==> src/rtl/vga_pkg.sv <==
// VGA shared package: default 640x480 timing,
// derived totals/starts and checker FSM states.
package vga_pkg;

  localparam int DEF_H_ACTIVE = 640;
  localparam int DEF_H_FP     = 16;
  localparam int DEF_H_SYNC   = 96;
  localparam int DEF_H_BP     = 48;
  localparam int DEF_V_ACTIVE = 480;
  localparam int DEF_V_FP     = 10;
  localparam int DEF_V_SYNC   = 2;
  localparam int DEF_V_BP     = 33;
  localparam bit DEF_SYNC_ACT = 1'b0;

  localparam int DEF_H_TOTAL =
    DEF_H_ACTIVE + DEF_H_FP + DEF_H_SYNC + DEF_H_BP;
  localparam int DEF_V_TOTAL =
    DEF_V_ACTIVE + DEF_V_FP + DEF_V_SYNC + DEF_V_BP;
  localparam int DEF_H_START = DEF_H_SYNC + DEF_H_BP;
  localparam int DEF_V_START = DEF_V_SYNC + DEF_V_BP;

  localparam int CNT_W  = 10;
  localparam int SUM_W  = 24;
  localparam int FCNT_W = 16;

  typedef enum logic [1:0] {
    SEARCH  = 2'd0,
    ACQUIRE = 2'd1,
    LOCKED  = 2'd2
  } vga_state_e;

endpackage

==> src/rtl/vga_sync_counter.sv <==
// Sync edge detector with saturating position counter
// and pulse-width / period checks against expected timing.
module vga_sync_counter
  import vga_pkg::*;
#(
  parameter int WIDTH = DEF_H_SYNC,
  parameter int TOTAL = DEF_H_TOTAL
) (
  input  logic             clk,
  input  logic             reset,
  input  logic             en,
  input  logic             sync,
  output logic             rise,
  output logic [CNT_W-1:0] cnt_nx,
  output logic             len_err,
  output logic             wid_err
);

  localparam logic [CNT_W-1:0] W_LAST = CNT_W'(WIDTH - 1);
  localparam logic [CNT_W-1:0] T_LAST = CNT_W'(TOTAL - 1);
  localparam logic [CNT_W-1:0] SAT    = '1;

  logic             prev;
  logic             fall;
  logic [CNT_W-1:0] cnt;

  // Edge detect, next position, and period/width checks.
  // Reaching the period end without an edge is an overrun,
  // which catches a stuck sync input.
  always_comb begin
    rise    = en & sync & ~prev;
    fall    = en & ~sync & prev;
    cnt_nx  = cnt;
    if (rise)
      cnt_nx = '0;
    else if (en && cnt != SAT)
      cnt_nx = cnt + CNT_W'(1);
    len_err = rise ? (cnt != T_LAST)
                   : (en && cnt == T_LAST);
    wid_err = fall & (cnt != W_LAST);
  end

  // Previous sync level and position, advanced on en only.
  always_ff @(posedge clk) begin
    if (reset) begin
      prev <= 1'b0;
      cnt  <= '0;
    end else if (en) begin
      prev <= sync;
      cnt  <= cnt_nx;
    end
  end

endmodule

==> config.mk <==
export PLATFORM = sky130hd
export DESIGN_NAME = vga_sync_counter
export DESIGN_NICKNAME = d
export VERILOG_FILES = /design/src/rtl/vga_pkg.sv /design/src/rtl/vga_sync_counter.sv
export SDC_FILE = /design/constraint.sdc
export NUM_CORES = 1
export LEC_CHECK = 0
export ABC_AREA = 1
export BUFFER_PORTS_ARGS = -buffer_cell sky130_fd_sc_hd__buf_2
export CAP_MARGIN = 20
export CELL_PAD_IN_SITES_DETAIL_PLACEMENT = 0
export CELL_PAD_IN_SITES_GLOBAL_PLACEMENT = 2
export CORE_MARGIN = 2
export CORE_UTILIZATION = 29
export DETAILED_ROUTE_END_ITERATION = 10
export HOLD_SLACK_MARGIN = 0.02
export PLACE_DENSITY = 0.88
export SLEW_MARGIN = 10
export SYNTH_ARGS = -nofsm -noshare
export SYNTH_HDL_FRONTEND = slang
export SYNTH_SLANG_ARGS = --single-unit
==> constraint.sdc <==
create_clock -name clk -period 2.2 [get_ports clk]
set_input_delay 0.11 -clock clk [delete_from_list [all_inputs] [get_ports clk]]
set_output_delay 0.11 -clock clk [all_outputs]
set_load 0.02 [all_outputs]
==> flow_metrics.env <==
export IMPL_status="completed"
export IMPL_max_freq_mhz=504
export IMPL_setup_tns_ns=0
export IMPL_maxSlewHeadroom_pct=78.6
export IMPL_cp_common_cell="nand2_1"
export IMPL_use_met3_pct=4.19
export IMPL_die_h_um=55.9
export IMPL_tightest_slew_ns=0.319
export IMPL_grtUsageMet1_pct=15.2
export IMPL_p_leak_nw=0.479
export IMPL_worstHoldPathCells=3
export IMPL_synth_area_per_cell_um2=6.31
export IMPL_clk_pin_slew_worst_paths_ns=0.07
export IMPL_criticalPathCategory="reg -> out"
export IMPL_coreArea_um2=2520
export IMPL_fin_nets=147
export IMPL_synth_top_family_by_area="simple AND/OR/NAND/NOR gates"
export IMPL_die_w_um=55.9
export IMPL_synth_compound_area_share_pct=4.96
export IMPL_grt_pass1_vias=667
export IMPL_peakVddDrop_mv=0.284
export IMPL_drtIter0Drc=18
export IMPL_track_usage_pct=12.0
export IMPL_vias_per_cell=4.58
export IMPL_drive_above_1_share_pct=27.0
export IMPL_postRouteAntennaNets=0
export IMPL_ctsLongestPathBuffers=2
export IMPL_insertion_delay_ns=0.28
export IMPL_post_cts_buffers=0
export IMPL_grt_pass1_wl_um=2950
export IMPL_dieArea_um2=3130
export IMPL_vias=784
export IMPL_placed_area_um2=877
export IMPL_cts_resized=0
export IMPL_areaGrowthSynthToFinish_pct=17.1
export IMPL_slew_viol_final=0
export IMPL_post_route_period_util_pct=90.2
export IMPL_gr_total_overflow=0
export IMPL_rsz0062_at_grt="false"
export IMPL_antenna_cells=0
export IMPL_yosys_warnings=0
export IMPL_drc_errors=0
export IMPL_netlist_instances=124
export IMPL_first_pass_iters=4
export IMPL_cp_slowest_stage_delay_ns=0.39
export IMPL_crit_fanout=12
export IMPL_p_per_area_nw_per_um2=443
export IMPL_cts_tree="done"
export IMPL_wl_per_cell_um=10.2
export IMPL_critPathSlowestCell="dfxtp_1"
export IMPL_ys_seq_elements=11
export IMPL_use_met2_pct=19.6
export IMPL_port_buffers=16
export IMPL_gp_congestion=0.795
export IMPL_required_ns=2.09
export IMPL_busiest_layer="met2"
export IMPL_setup_violations=0
export IMPL_mappedNetlistNets=129
export IMPL_hold_buffers=0
export IMPL_final_area_um2=916
export IMPL_synth_cell_area_um2=782
export IMPL_reg2regPathDepth=10
export IMPL_synth_cell_types=22
export IMPL_cts_buffers=3
export IMPL_hp_class="in -> reg"
export IMPL_antenna_found_initial=0
export IMPL_finClkSkew_ns=0.00260
export IMPL_cts_root_buf="clkbuf_4"
export IMPL_synth_simple_gate_area_share_pct=49.9
export IMPL_startpoint_type="flop"
export IMPL_synth_mux_area_share_pct=0
export IMPL_final_min_clock_period_ns=1.99
export IMPL_grt_max_degree=13
export IMPL_crit_arrival_ns=1.88
export IMPL_htree_levels=1
export IMPL_maxCapViolCount=0
export IMPL_cts_sinks=11
export IMPL_cp_end_kind="output pin"
export IMPL_fp_row_count=18
export IMPL_hold_viol=0
export IMPL_path_cells="ha_2 -> nand2_2 -> nor2_4 -> nand3_4 -> nand2_2 -> inv_1 -> nand2_1 -> nand2_1 -> nand2_1 -> inv_1 -> buf_2"
export IMPL_ys_seq_area_share_pct=28.2
export IMPL_synth_xor_area_share_pct=0
export IMPL_start_util_pct=31.0
export IMPL_drt_total_wl_um=1740
export IMPL_ios=17
export IMPL_synthAdderAreaFrac_pct=1.60
export IMPL_hpwl_um=1380
where the power goes:
| group | switching, W | internal (W) | total, W |
|---|---|---|---|
| sequential | 0.00000391 | 0.000203 | 0.000207 |
| combinational | 0.0000369 | 0.0000171 | 0.0000540 |
| clock | 0.0000739 | 0.0000704 | 0.000144 |
logic make-up (layout without fill, tap and decap cells):
kind of cell	after synthesis	in the layout
compound gates	7	7
fa+ha+maj	1	1
buf+inv	28	45
flops	11	11
simple gates	77	77
routing by layer:
| layer | up-vias | part of all wire, % |
|---|---|---|
| met5 | - | 0 |
| li1 | 421 | - |
| met3 | 2 | 4.9 |
| met2 | 11 | 48 |
| met1 | 350 | 46 |
| met4 | 0 | 0.86 |
worst paths after layout:
check	start	end	slack, ns
setup / recovery	cnt[0]	cnt_nx[7]	0.21
hold / removal	sync	prev	0.17
setup reg to reg	cnt[0]	cnt[7]	0.64
hold reg to reg	prev	prev	0.50
sequential cells by signal, summed over array words and instances, names as in the netlist:
name  flops
cnt      10
prev      1
critical path, delay by kind of cell (launching register included):
kind / cells / cell delay, ns
simple gates: 7 / 0.70
flops: 1 / 0.39
buf+inv: 3 / 0.26
fa+ha+maj: 1 / 0.23
Yosys cell counts:
master / instances / share of area [%]
nand3_2: 6 / 7.7
nand3b_1: 1 / 0.96
nand4_1: 5 / 4.0
a31oi_1: 1 / 0.80
nor3_2: 1 / 1.3
nor3_1: 3 / 1.9
inv_1: 23 / 11
nor4_1: 1 / 0.80
dfxtp_1: 11 / 28
nand3_1: 8 / 5.1
nor2_4: 1 / 1.4
nand2_2: 3 / 2.4
inv_2: 1 / 0.48
buf_4: 2 / 1.9
nor2_2: 4 / 3.2
buf_6: 1 / 1.4
nand2_1: 26 / 12
clkbuf_1: 1 / 0.48
nor2_1: 18 / 8.6
a211oi_1: 1 / 0.96
o21ai_0: 5 / 3.2
ha_1: 1 / 1.6
cell type report:
cell class	count	area (µm²)
Fill cell	287	1610
Multi-Input combinational cell	85	454
Sequential cell	11	220
Inverter	24	90.1
Timing Repair Buffer	17	87.6
Tap cell	30	37.5
Clock buffer	4	26.3
cells in the final DEF, fill, tap and decap left out, types with 3 or more instances in the layout:
master and instances:
nand3_2 5, inv_1 23, nand3_1 8, nor2_2 4
nand4_1 5, nor2_1 18, dfxtp_1 11, nor3_1 3
nand2_1 25, clkbuf_4 3, o21ai_0 5, buf_2 16
nand2_2 4
through the flow:
| step | cells | worst slack (ns) | hold slack [ns] | power [W] | util [%] |
|---|---|---|---|---|---|
| floorplan | 124 | 0.674 | 0.188 | 0.000250 | - |
| global placement | 167 | 0.404 | 0.436 | 0.000265 | 34.8 |
| detailed placement | 167 | 0.342 | 0.467 | 0.000266 | 34.8 |
| CTS | 171 | 0.0196 | 0.165 | 0.000414 | 35.8 |
| global route | 171 | 0.0270 | 0.185 | 0.000432 | 36.3 |
| finish | 171 | 0.215 | 0.171 | 0.000406 | 36.3 |
No activity file was read; power rests on OpenSTA's default activity.
